`config.mk`:
```
export PLATFORM = sky130hd
export DESIGN_NAME = vartheta_seq
export DESIGN_NICKNAME = d
export VERILOG_FILES = /design/src/rtl/vartheta_seq.sv
export SDC_FILE = /design/constraint.sdc
export NUM_CORES = 1
export LEC_CHECK = 0
export CAP_MARGIN = 15
export CORE_MARGIN = 4
export CORE_UTILIZATION = 49
export CTS_CLUSTER_DIAMETER = 50
export CTS_CLUSTER_SIZE = 8
export DETAILED_ROUTE_END_ITERATION = 6
export GPL_TIMING_DRIVEN = 1
export PLACE_DENSITY = 0.89
export SLEW_MARGIN = 0
export SYNTH_ARGS = -nofsm -noshare
export SYNTH_HDL_FRONTEND = slang
export SYNTH_SLANG_ARGS = --single-unit
```
`constraint.sdc`:
```
create_clock -name clk -period 2.7 [get_ports clk]
set_input_delay 0.54 -clock clk [delete_from_list [all_inputs] [get_ports clk]]
set_output_delay 0.54 -clock clk [all_outputs]
set_load 0.03 [all_outputs]
```
`src/rtl/vartheta_seq.sv`:
```
// Column-serial SWAN vartheta layer: rotates the four columns of a half-state one per cycle.
// Define VARTHETA_SEQ_FAST_EN to rotate all four columns combinationally on the accepting edge.
module vartheta_seq #(
    parameter int SIDE_SIZE   = 128,
    parameter int COLUMN_SIZE = SIDE_SIZE / 4,
    parameter int PA          = 1,
    parameter int PB          = 9,
    parameter int PC          = 19
) (
    input  logic                 clk,
    input  logic                 rst_n,
    input  logic                 in_valid,
    output logic                 in_ready,
    input  logic                 inv,
    input  logic [0:SIDE_SIZE-1] x,
    output logic                 out_valid,
    input  logic                 out_ready,
    output logic [0:SIDE_SIZE-1] y,
    output logic                 busy
);

    function automatic int col_amount(input int k);
        case (k)
            0:       return PC;
            1:       return PB;
            2:       return PA;
            default: return 0;
        endcase
    endfunction

    // Rotating a doubled column avoids zero-width slices when the amount is 0.
    function automatic logic [0:SIDE_SIZE-1] rotate_word(input logic [0:SIDE_SIZE-1] w,
                                                         input logic inverse);
        logic [0:SIDE_SIZE-1]     r;
        logic [2*COLUMN_SIZE-1:0] dbl;
        r = w;
        for (int k = 0; k < 4; k++) begin
            dbl = {w[k*COLUMN_SIZE +: COLUMN_SIZE], w[k*COLUMN_SIZE +: COLUMN_SIZE]};
            if (inverse) begin
                dbl = dbl << col_amount(k);
                r[k*COLUMN_SIZE +: COLUMN_SIZE] = dbl[2*COLUMN_SIZE-1 -: COLUMN_SIZE];
            end else begin
                dbl = dbl >> col_amount(k);
                r[k*COLUMN_SIZE +: COLUMN_SIZE] = dbl[COLUMN_SIZE-1:0];
            end
        end
        return r;
    endfunction

    logic [0:SIDE_SIZE-1] data_q, data_d;
    logic                 accept;

    assign accept = in_valid && in_ready;
    assign y      = data_q;

`ifdef VARTHETA_SEQ_FAST_EN

    logic valid_q, valid_d;

    assign in_ready  = !valid_q || out_ready;
    assign out_valid = valid_q;
    assign busy      = 1'b0;

    always_comb begin
        // NOTE: every variable gets a default first so no path leaves it unassigned (no latch).
        valid_d = valid_q;
        data_d  = data_q;
        if (accept) begin
            data_d  = rotate_word(x, inv);
            valid_d = 1'b1;
        end else if (out_ready) begin
            valid_d = 1'b0;
        end
    end

    // NOTE: the data register is reset because y must read 0 straight out of reset.
    always_ff @(posedge clk or negedge rst_n) begin
        if (!rst_n) begin
            valid_q <= 1'b0;
            data_q  <= '0;
        end else begin
            // NOTE: non-blocking updates so every flop samples pre-edge values.
            valid_q <= valid_d;
            data_q  <= data_d;
        end
    end

`else

    typedef enum logic [1:0] {IDLE, ROT, DONE} state_e;

    state_e               state_q, state_d;
    logic [1:0]           cnt_q, cnt_d;
    logic                 mode_q, mode_d;
    logic [0:SIDE_SIZE-1] rot_all;

    assign in_ready  = (state_q == IDLE) || ((state_q == DONE) && out_ready);
    assign out_valid = (state_q == DONE);
    assign busy      = (state_q == ROT);

    // All columns are rotated here; only column cnt_q is written back each cycle.
    assign rot_all = rotate_word(data_q, mode_q);

    always_comb begin
        // NOTE: every variable gets a default first so no path leaves it unassigned (no latch).
        state_d = state_q;
        cnt_d   = cnt_q;
        data_d  = data_q;
        mode_d  = mode_q;
        unique case (state_q)
            IDLE: begin
                if (accept) begin
                    data_d  = x;
                    mode_d  = inv;
                    cnt_d   = 2'd0;
                    state_d = ROT;
                end
            end
            ROT: begin
                for (int k = 0; k < 4; k++) begin
                    if (cnt_q == 2'(k)) begin
                        data_d[k*COLUMN_SIZE +: COLUMN_SIZE] = rot_all[k*COLUMN_SIZE +: COLUMN_SIZE];
                    end
                end
                cnt_d = cnt_q + 2'd1;
                if (cnt_q == 2'd3) begin
                    state_d = DONE;
                end
            end
            DONE: begin
                if (out_ready) begin
                    state_d = IDLE;
                    if (in_valid) begin
                        data_d  = x;
                        mode_d  = inv;
                        cnt_d   = 2'd0;
                        state_d = ROT;
                    end
                end
            end
            default: state_d = IDLE;
        endcase
    end

    // NOTE: the data register is reset because y must read 0 straight out of reset.
    always_ff @(posedge clk or negedge rst_n) begin
        if (!rst_n) begin
            state_q <= IDLE;
            cnt_q   <= 2'd0;
            data_q  <= '0;
            mode_q  <= 1'b0;
        end else begin
            // NOTE: non-blocking updates so every flop samples pre-edge values.
            state_q <= state_d;
            cnt_q   <= cnt_d;
            data_q  <= data_d;
            mode_q  <= mode_d;
        end
    end

`endif

endmodule

```
======== Word level (Yosys, flattened, before mapping) ========
Index checks and enable logic that the tools add are counted.
word-level totals
  flip-flop bits (word level) ............. 133
  bits of input ports ..................... 133
  output and inout bits ................... 131
  logic and storage cells ................. 75
cells by class
  add/subtract/negate cells ............... 1
  eq/ne operators ......................... 12
  shifts and indexed selects .............. 8
  mux-type cells .......................... 33
  reduce and logical (&&, ||, !) cells .... 14
operator list
  cell                                           number
  two-way mux 32 bit                             16
  two-way mux 128 bit                            3
  case mux 128 bit (3 select lines)              1
  << shifter 64 x 32 -> 64 bit                   4
  right shift 64 x 32 -> 32 bit                  4
  AND reduction 5 bit                            4
  two-way mux 2 bit                              6
  case mux 2 bit (3 select lines)                2
  != test 2 x 1 -> 1 bit, second input constant  5
  AND reduction 4 bit                            2
  == test 2 bit, second input constant           3
  == test 2 x 1 -> 1 bit, second input constant  2
  logical NOT 2 bit                              2
  two-way mux 1 bit                              4
  != test 2 bit, second input constant           2
  AND reduction 3 bit                            1
  nonzero test 3 bit                             1
  adder 2 x 1 -> 2 bit, second input constant    1
  logical AND 1 bit                              2
  case mux 1 bit (2 select lines)                1
  nonzero test 2 bit                             1
  logical OR 1 bit                               1

======== Longest topological paths before layout ========
Gate-level depths: netlist of the first run.
  word-level depth ........................ 6
  depth in mapped cells ................... 7
  depth with buffers taken out ............ 5

======== Worst setup path after synthesis of the first run ========
No wires, ideal clock.
  kind .................................... register -> register
  start point ............................. register state_q[1]
  end point ............................... register data_q (netlist bit y[66])
  library setup time ...................... 125 ps
  arrival time ............................ 1631 ps
  required time ........................... 2575 ps
  path slack .............................. 944 ps
  stages on the path, launching flop included .. 7
  buffers on the path ..................... 2
  period minus slack after synthesis ...... 1756 ps
  path through ............................ dfrtp_1 -> nand2b_2 -> inv_2 -> buf_6 -> buf_2 -> mux2_2 -> mux2_2
between the ends
  elaborated cells on any way between the ends .. 13
  classes of those cells .................. eq/ne: 6; mux: 1; reduce/logical: 6
RTL lines
  item                                                                                  line  source
  from (decl)                                                                           92    state_e state_q, state_d;
  from (signal assigned)                                                                154   state_q <= state_d;
  == test 2 x 1 -> 1 bit *                                                              -
  net busy                                                                              19    output logic busy
  != test 2 x 1 -> 1 bit (no source line) / nonzero test 3 bit (equally long branches)  -
  AND reduction 5 bit (no source line)                                                  -
  to (signal assigned)                                                                  156   data_q <= data_d;
  to (decl)                                                                             50    logic [0:SIDE_SIZE-1] data_q, data_d;
Mark *: on every way through the listed nets, which the timed path passes. The rest lies on a longest branch.
A chain may end at the register's enable or synchronous reset.

======== Worst setup path after layout of the first run ========
  start point ............................. register state_q[1]
  end point ............................... output port busy
between the ends
  longest elaborated chain between the ends .. 1
RTL lines
  item                    line  source
  == test 2 x 1 -> 1 bit  99    assign busy = (state_q == ROT);
  to (decl)               19
Every way passes these cells.

==> results of run 1 <==
==> flip-flops by register name, indices dropped and copies added, names as in the netlist <==
signal / cells
y: 128
state_q: 2
mode_q: 1
cnt_q: 2
==> per-stage QoR <==
step | setup WS (ps) | instance area [um^2] | power, mW | hold WS, ps | utilization (%)
6_report | 228.2 | 10750 | 16.57 | 25.36 | 73.39
5_1_grt | 140.9 | 10750 | 17.55 | 32.34 | 73.39
4_1_cts | 210.7 | 10750 | 16.71 | 22.88 | 73.39
3_5_place_dp | 243.9 | 10200 | 14.51 | 469.0 | 69.68
3_3_place_gp | 282.1 | 10200 | 14.14 | 462.1 | 69.68
2_1_floorplan | 944.3 | 7375 | 11.03 | 244.4 | -
==> cell families (layout without fill, tap and decap cells) <==
group	after synthesis	in the layout	share of synthesized area, %
muxes	324	324	49.47
DFF	133	133	45.13
buffers and inverters	40	309	3.393
and+or+nand+nor	9	9	0.7126
AOI/OAI and AO/OA	7	7	0.6107
adders and majority gates	4	4	0.6787
==> power groups by stage <==
stage	Clock, mW	Combinational [mW]	Sequential (mW)
after global routing	2.24	11.0	4.34
after floorplan	0	5.24	5.79
after global placement	0	10.0	4.11
after detailed placement	0	10.3	4.20
final	2.09	10.3	4.17
after CTS	2.14	10.4	4.18
==> worst paths after layout <==
| check | from | endpoint | depth (start not counted) | slack [ps] |
|---|---|---|---|---|
| setup / recovery | state_q[1]$_DFFE_PN0P_ | busy | 3 | 230 |
| hold / removal | rst_n | y[88]$_DFFE_PN0P_ | 1 | 30 |
| setup reg to reg | state_q[1]$_DFFE_PN0P_ | y[87]$_DFFE_PN0P_ | 5 | 680 |
| hold reg to reg | y[96]$_DFFE_PN0P_ | y[96]$_DFFE_PN0P_ | 1 | 510 |
| max in group asynchronous | rst_n | y[77]$_DFFE_PN0P_ | 2 | 1870 |
| min in group clk | y[96]$_DFFE_PN0P_ | y[96]$_DFFE_PN0P_ | 1 | 510 |
==> critical path, cell delays in order (launching register included) <==
cell             delay, ps
dfrtp_1                470
nand2b_2               260
inv_4                  110
clkdlybuf4s50_1        680
==> layout make-up <==
class / count / area (um^2)
inverters: 4 / 17.52
multi-input cells: 344 / 3815
well taps: 184 / 230.2
flip-flops and latches: 133 / 3332
clock inverters: 14 / 105.1
clock buffers: 18 / 439.2
repair buffers: 273 / 2809
fillers: 917 / 3896
==> cell usage in the layout, fill, tap and decap left out, types with 2 or more instances in the layout <==
master / Yosys / final
mux2_2: 292 / 292
clkdlybuf4s50_1: 0 / 262
dfrtp_1: 133 / 132
mux2_1: 28 / 28
clkbuf_16: 0 / 17
clkinvlp_4: 0 / 8
buf_12: 0 / 8
nor2_1: 4 / 4
ha_1: 4 / 4
inv_1: 3 / 3
mux2i_1: 3 / 3
inv_6: 0 / 3
nor2b_1: 2 / 2
o21ai_2: 0 / 2
a22o_1: 2 / 2
clkinv_2: 0 / 2
buf_4: 0 / 2
==> layer usage <==
layer	vias up	track usage [%]	share of wire, %
met1	2615	27.35	39
met3	20	10.28	10
li1	2419	-	-
met5	-	0	0
met4	0	5.868	1.2
met2	191	39.24	50
==> summary.txt, run 1 <==
Placed design
  • Dpl cells: about 940
  • GP Congestion: 0.8574
  • Detail Placement HPWL: about 14,000 um
  • Port buffer count: ~260

Floorplan
  • Ports: approximately 260
  • Die ar.: 0.01708 mm^2
  • Core area: ~0.015 mm^2
  • Die width: ~130 um
  • Initial Util: between 50% and 60%
  • Std-Cell Rows: 44
  • Die H: 130.7 um

Timing
  • RSZ-0062 raised after global routing: false
  • Rel. slew slack: approximately 70%
  • Final worst path period need: around 2500 ps
  • Worst-margin pin slew: 446.9 ps
  • Final setup viols: 0
  • Pins Over Slew Limit: 0
  • Final worst path period share: roughly nine tenths
  • TNS Setup: 0 ps
  • Final hold viol count: 0
  • Max Clock Freq: 404.6 MHz
  • Final clock skew: ~5.6 ps

Power and ir drop
  • Switching part of the total: 40.31%
  • Cell Int Power: 9.888 mW
  • Pwr per Cell Area: approximately 1500 mW/mm^2
  • Clock Power Share: between 10 and 15%
  • VDD IR-drop max: around 1.1 mV
  • Share of power burned in registers: approximately a quarter
  • NetSw: 6.677 mW
  • Leak Pwr: 4.318 nW
  • Logic pwr share: between 60% and 70%

GRT
  • All-Layer GR Usage: 23.27%
  • Vias in the first global route: 5,699
  • First-pass GRT wire length: about 30,000 um
  • Largest net degree at the start of global routing: slightly below 70
  • Grt total ovfl: 0
  • Initial antenna violation count: 0

Drt
  • Vias: between 5,000 and 6,000
  • Wire length per cell: about 20 um
  • Post-route ant nets: 0
  • DR pass1 iterations: 4
  • Post-DR vias/cell: between 5 and 6
  • Detailed-route DRC error count: 0
  • DR iter-0 viols: 168
  • WL final: a little under 20,000 um

Logic synthesis
  • Top-area cell type share of the netlist area: 45.13%
  • Netlist Area Pre-Place: between 0.007 and 0.008 mm^2
  • Top_reg_cell synth: dfrtp_1
  • Synth Register Bits: 133
  • Post-Synthesis Net Count: 654
  • Most frequent cell after synthesis: mux2_2
  • Area contributors post-synth: dfrtp_1, mux2_2, mux2_1
  • Post-synth EDFFs: 0
  • Largest area contributor in the netlist: dfrtp_1
  • Mapped Cells: between 500 and 600
  • Distinct cell type count after synthesis: 20
  • YS warnings: 0
  • Seq/Total Area, Yosys: between 40 and 50%
  • Syn Area/Cell: approximately 14 um^2
  • Post-synth ARST share: between 90% and 100%
  • Post-synth top cells: mux2_2, dfrtp_1, mux2_1

Clock tree
  • Clk pin slew, worst setup/hold paths: approximately 60 ps
  • Hold Buf Count CTS: 0
  • Postcts setup bufs: 0
  • Worst skew pair latency: 410 ps
  • CTS resizes: 0
  • Total CTS buffers: 17
  • Sink Count: approximately 130
  • H-tree depth: 4
  • Clock Path Buffers: 2
  • Root buffer cell: clkbuf_16
  • CTS tree: done

Critical path
  • Critical Path AT: about 1900 ps
  • CP Max Fanout: 6
  • Crit. End Element: output port
  • CP Launch Type: flop
  • Setup Crit Path Kind: reg -> out
  • CP required: ~2200 ps

Cells and area
  • Post-route insts no fill: 970
  • Final nets: between 900 and 1,000
  • Antenna cell count: 0
  • Synth-to-layout area growth: 45.74%
  • Ratio of cells with drive above 1 in the final layout: ~44%

Run status
  • Status: finished clean

Worst hold path
  • HP Class: in -> async

Job
  • Max Cap Violations: 0
Power figures use the tool's default switching activity.
==> run 2, diff against run 1 <==
- MAX_ROUTING_LAYER: default -> met4
- PLACE_DENSITY: 0.89 -> default
- PLACE_DENSITY_LB_ADDON: default -> 0.2
==> run 2 against run 1 <==
- final cell count unchanged
- sequential power about the same
- worst setup slack worse by 3.0 ps
- combinational power about the same
- largest cell class unchanged
- non-clock buffer count unchanged
- critical endpoint unchanged
- via count down 2.9%
- largest power group unchanged
==> summary.txt, run 2 (same netlist as run 1, synthesis figures left out) <==
Run status
  • Status: finished clean

Placed design
  • GP Congestion: 0.9057 (+5.6%)
  • Detail Placement HPWL: 12,950 um (-9.4%)
  • Dpl cells: 938 (unchanged)
  • Port buffer count: 263 (unchanged)

Timing
  • TNS Setup: 0 ps (unchanged)
  • Final setup viols: 0 (unchanged)
  • RSZ-0062 raised after global routing: false
  • Final hold viol count: 0 (unchanged)
  • Pins Over Slew Limit: 0 (unchanged)
  • Final worst path period need: 2475 ps (+3.020 ps)
  • Final worst path period share: 91.66% (+0.11 points)
  • Rel. slew slack: 31.91% (-38 points)
  • Max Clock Freq: 404.1 MHz (-0.12%)
  • Worst-margin pin slew: 1017 ps (+570.5 ps)
  • Final clock skew: 7.873 ps (+2.235 ps)

Cells and area
  • Synth-to-layout area growth: 45.64% (about the same)
  • Post-route insts no fill: 970 (unchanged)
  • Ratio of cells with drive above 1 in the final layout: 43.51% (unchanged)
  • FF+latch area: 0.003332 mm^2 (unchanged)
  • Max reg flops: 128 (unchanged)
  • Multi-input gate area in the final layout: 0.003815 mm^2 (unchanged)
  • # fillers: 953 (+3.9%)
  • Highest-count cells in the layout ignoring fill and taps: mux2_2, clkdlybuf4s50_1, dfrtp_1
  • Final nets: 910 (unchanged)
  • Antenna cell count: 0 (unchanged)
  • Leading cell type in the layout, fill and taps excluded: mux2_2

Drt
  • Vias: 5,093 (-2.9%)
  • Post-route ant nets: 0 (unchanged)
  • DR iter-0 viols: 200 (+19%)
  • DR pass1 iterations: 6 (+2)
  • Wire length per cell: 18.73 um (-6.9%)
  • Detailed-route DRC error count: 0 (unchanged)
  • WL final: 18,170 um (-6.9%)
  • Post-DR vias/cell: 5.251 (-2.9%)

Job
  • Max Cap Violations: 0 (unchanged)

Floorplan
  • Initial Util: 50.36% (unchanged)
  • Std-Cell Rows: 44 (unchanged)
  • Core area: 0.01464 mm^2 (unchanged)
  • Ports: 264 (unchanged)
  • Die H: 130.7 um (unchanged)
  • Die width: 130.7 um (unchanged)
  • Die ar.: 0.01708 mm^2 (unchanged)

Clock tree
  • Total CTS buffers: 17 (unchanged)
  • Sink Count: 133 (unchanged)
  • H-tree depth: 4 (unchanged)
  • Worst skew pair latency: 420 ps (about the same)
  • Root buffer cell: clkbuf_16
  • Clock Path Buffers: 2 (unchanged)
  • CTS resizes: 0 (unchanged)
  • Postcts setup bufs: 0 (unchanged)
  • Clk pin slew, worst setup/hold paths: 60 ps (about the same)
  • Hold Buf Count CTS: 0 (unchanged)
  • CTS tree: done

Critical path
  • Reg2Reg Capture Point: y[60]$_DFFE_PN0P_
  • Critical Path AT: 1930 ps (about the same)
  • R2R Path Start: cnt_q[1]$_DFFE_PN0P_
  • Crit. End Element: output port
  • FF-to-FF path depth: 5 (unchanged)
  • CP Max Fanout: 6 (unchanged)
  • CP Launch Type: flop
  • Setup Crit Path Kind: reg -> out
  • CP required: 2160 ps (about the same)
  • R2R setup slack: 540 ps (-140 ps)

GRT
  • Largest net degree at the start of global routing: 80 (+16%)
  • First-pass GRT wire length: 28,630 um (-7.0%)
  • Grt total ovfl: 0 (unchanged)
  • All-Layer GR Usage: 22.03% (-1.2 points)
  • Initial antenna violation count: 0 (unchanged)
  • Vias in the first global route: 5,452 (-4.3%)

Power and ir drop
  • Pwr per Cell Area: 1531 mW/mm^2 (-0.66%)
  • VDD IR-drop max: 0.9362 mV (-17%)
  • Leak Pwr: 4.338 nW (+0.46%)

Worst hold path
  • HP Class: in -> async
run 2: cell count changes in the layout (fill, tap and decap cells not counted):
cell / previous run / this run
clkinvlp_4: 8 / 2
inv_6: 3 / 7
inv_8: 0 / 3
buf_12: 8 / 6
buf_4: 2 / 4
clkinv_2: 2 / 0
clkinv_4: 1 / 3
clkbuf_8: 1 / 0
run 2: routing by layer:
metal	GRT usage, %	part of all wire (%)	routed length [um]	vias to the layer above
met5	-	0	0	-
met4	6.352	1.5	274	0
met3	6.057	6.1	1104	21
met2	35.36	50	9014	156
met1	27.50	43	7776	2507
li1	-	-	-	2409
run 2: worst max-delay path by stage:
stage,startpoint,endpoint,slack [ps],depth (start not counted)
after floorplan,state_q[1]$_DFFE_PN0P_,y[66]$_DFFE_PN0P_,940,6
after global placement,in_valid,y[50]$_DFFE_PN0P_,120,4
after detailed placement,in_valid,y[52]$_DFFE_PN0P_,70,4
after CTS,state_q[1]$_DFFE_PN0P_,busy,190,3
after global routing,state_q[1]$_DFFE_PN0P_,busy,130,3
final,state_q[1]$_DFFE_PN0P_,busy,230,3
run 2: area by class of cell:
type,count,area share [%]
flip-flops and latches,133,31.02
inverters,4,0.1631
well taps,184,2.144
repair buffers,273,25.92
multi-input cells,344,35.52
clock buffers,17,3.961
clock inverters,15,1.270
run 2: where the power goes:
group | switching (mW) | internal [mW]
Sequential | 1.05 | 3.09
Clock | 0.980 | 1.22
Combinational | 4.58 | 5.53
Total | 6.60 | 9.84
run 2: metrics by stage:
step           area, um^2  worst slack [ps]  utilization (%)  hold WS (ps)  total power, mW
3_3_place_gp        10180             116.6            69.51         487.4            14.03
2_1_floorplan        7375             944.3                -         244.4            11.03
6_report            10740             225.2            73.34         120.4            16.45
4_1_cts             10740             185.8            73.34         148.5            16.63
3_5_place_dp        10180             68.77            69.51         492.3            14.35
5_1_grt             10740             125.1            73.34         157.1            17.40
run 2: worst max-delay path, cell delays in order, from the launching register on:
cell             delay, ps
dfrtp_1                470
nand2b_2               260
inv_4                   90
clkdlybuf4s50_1        700
==> run 3, diff against run 2 <==
- CTS_BUF_LIST: default -> sky130_fd_sc_hd__clkbuf_16
- PLACE_DENSITY: default -> 0.9
- PLACE_DENSITY_LB_ADDON: 0.2 -> default
==> run 3 against run 2 <==
- combinational power about the same
- final cell count up 0.31%
- count of clock-buffer cells in the layout unchanged
- register-to-register slack worse by 90 ps
- flip-flop and latch count unchanged
- cell area up 0.76%
==> summary.txt, run 3 (same netlist as run 1, synthesis figures left out) <==
Power and ir drop
  • Total Power: 16.89 mW (+2.7%)
  • Pwr per Cell Area: 1561 mW/mm^2 (+1.9%)
  • VDD IR-drop max: 0.9388 mV (+0.28%)
  • Leak Pwr: 4.399 nW (+1.4%)

GRT
  • First-pass GRT wire length: 30,380 um (+6.1%)
  • Vias in the first global route: 5,716 (+4.8%)
  • Grt total ovfl: 0 (unchanged)
  • Initial antenna violation count: 0 (unchanged)
  • Largest net degree at the start of global routing: 82 (+2.5%)
  • All-Layer GR Usage: 23.70% (+1.7 points)

Floorplan
  • Die H: 130.7 um (unchanged)
  • Std-Cell Rows: 44 (unchanged)
  • Ports: 264 (unchanged)
  • Die width: 130.7 um (unchanged)
  • Core area: 0.01464 mm^2 (unchanged)
  • Initial Util: 50.36% (unchanged)
  • Die ar.: 0.01708 mm^2 (unchanged)

Cells and area
  • Leading cell type in the layout, fill and taps excluded: mux2_2
  • Max reg flops: 128 (unchanged)
  • Highest-count cells in the layout ignoring fill and taps: mux2_2, clkdlybuf4s50_1, dfrtp_1
  • Ratio of cells with drive above 1 in the final layout: 43.09% (-0.42 points)
  • Antenna cell count: 0 (unchanged)
  • Synth-to-layout area growth: 46.74%
  • Fin area: 0.01082 mm^2 (+0.76%)
  • Final nets: 913 (+0.33%)

Placed design
  • Detail Placement HPWL: 13,920 um (+7.4%)
  • GP Congestion: 0.8205 (-9.4%)
  • Dpl cell area: 0.01020 mm^2 (+0.22%)
  • Port buffer count: 263 (unchanged)

Critical path
  • Reg2Reg Capture Point: y[18]$_DFFE_PN0P_
  • CP max stage cell: clkdlybuf4s50_1
  • Setup Crit Path Kind: reg -> out
  • CP Max Fanout: 6 (unchanged)
  • Crit. End Element: output port
  • FF-to-FF path depth: 5 (unchanged)
  • R2R Path Start: state_q[1]$_DFFE_PN0P_
  • CP required: 2160 ps (about the same)
  • Crit path launch: state_q[1]$_DFFE_PN0P_
  • Max stage delay on crit path: 730 ps (+30 ps)
  • CP Launch Type: flop
  • Critical Path AT: 1930 ps (about the same)
  • R2R setup slack: 450 ps (-90 ps)
  • CP Cell Sequence: nor2b_1 -> clkdlybuf4s50_1

Timing
  • Max Clock Freq: 405.1 MHz (+0.27%)
  • Final hold viol count: 0 (unchanged)
  • Rel. slew slack: 65.97% (+34 points)
  • Final worst path period share: 91.42% (-0.25 points)
  • RSZ-0062 raised after global routing: false
  • Worst-margin pin slew: 510.4 ps (-507.0 ps)
  • TNS Setup: 0 ps (unchanged)
  • Final worst path period need: 2468 ps (-6.618 ps)
  • Pins Over Slew Limit: 0 (unchanged)
  • Final clock skew: 5.127 ps (-2.746 ps)
  • Final setup viols: 0 (unchanged)

Clock tree
  • Sink Count: 133 (unchanged)
  • Clock Path Buffers: 2 (unchanged)
  • Postcts setup bufs: 0 (unchanged)
  • CTS tree: done
  • Root buffer cell: clkbuf_16
  • Clk pin slew, worst setup/hold paths: 60 ps (about the same)
  • Total CTS buffers: 17 (unchanged)
  • Hold Buf Count CTS: 0 (unchanged)
  • CTS resizes: 1 (+1)
  • Worst skew pair latency: 410 ps (about the same)
  • H-tree depth: 4 (unchanged)

Job
  • Max Cap Violations: 0 (unchanged)

Drt
  • Wire length per cell: 20.12 um (+7.4%)
  • WL final: 19,570 um (+7.7%)
  • Vias: 5,248 (+3.0%)
  • DR iter-0 viols: 193 (-3.5%)
  • Post-route ant nets: 0 (unchanged)
  • DR pass1 iterations: 4 (-2)
  • Post-DR vias/cell: 5.394 (+2.7%)
  • Detailed-route DRC error count: 0 (unchanged)

Worst hold path
  • HP Class: in -> async

Run status
  • Status: finished clean
[run 3: cell count changes in the layout (fill, tap and decap cells not counted), moves of 3 or more]
cell | previous run | this run
buf_4 | 4 | 7
bufinv_16 | 0 | 5
clkinv_2 | 0 | 4
clkinv_4 | 3 | 0
inv_1 | 3 | 7
inv_6 | 7 | 0
inv_8 | 3 | 0
[run 3: worst max-delay path by stage]
stage / slack (ps) / endpoint
floorplan: 940 / y[66]$_DFFE_PN0P_
CTS: 210 / out_valid
global route: 130 / out_valid
global placement: 270 / in_ready
finish: 230 / out_valid
detailed placement: 260 / in_ready
[run 3: area by class of cell]
class,instances,area (um^2)
Fill cell,920,3822
Multi-Input combinational cell,344,3815
Sequential cell,133,3332
Timing Repair Buffer,276,2805
Clock buffer,17,425.4
Tap cell,184,230.2
Clock inverter,15,196.4
Inverter,4,17.52
[run 3: power breakdown]
group          internal [mW]  total [mW]  switching, mW
clock                   1.61        2.45          0.837
combinational           5.58        10.2           4.67
sequential              3.10        4.20           1.10
total                   10.3        16.9           6.61
[run 3: per-stage QoR]
step                setup WS (ps)  instances  utilization [%]  hold WS (ps)
floorplan                   944.3        517                -         244.4
global placement            273.2        941            69.66         489.1
detailed placement          260.8        941            69.66         496.6
CTS                         213.5        973            73.90         69.73
global route                128.1        973            73.90         85.57
finish                      231.8        973            73.90         61.14
[run 3: worst max-delay path, delay by kind of cell (launching register included)]
family	cells	cell delay, ps
flip-flops	1	510
AND/OR/NAND/NOR	1	270
buffers and inverters	1	730
[run 3: routing by layer]
metal	share of wire, %	vias up	track usage [%]
met1	40	2592	27.59
met3	7.7	29	7.398
li1	-	2423	-
met2	50	204	39.24
met5	0	-	-
met4	2.2	0	7.683
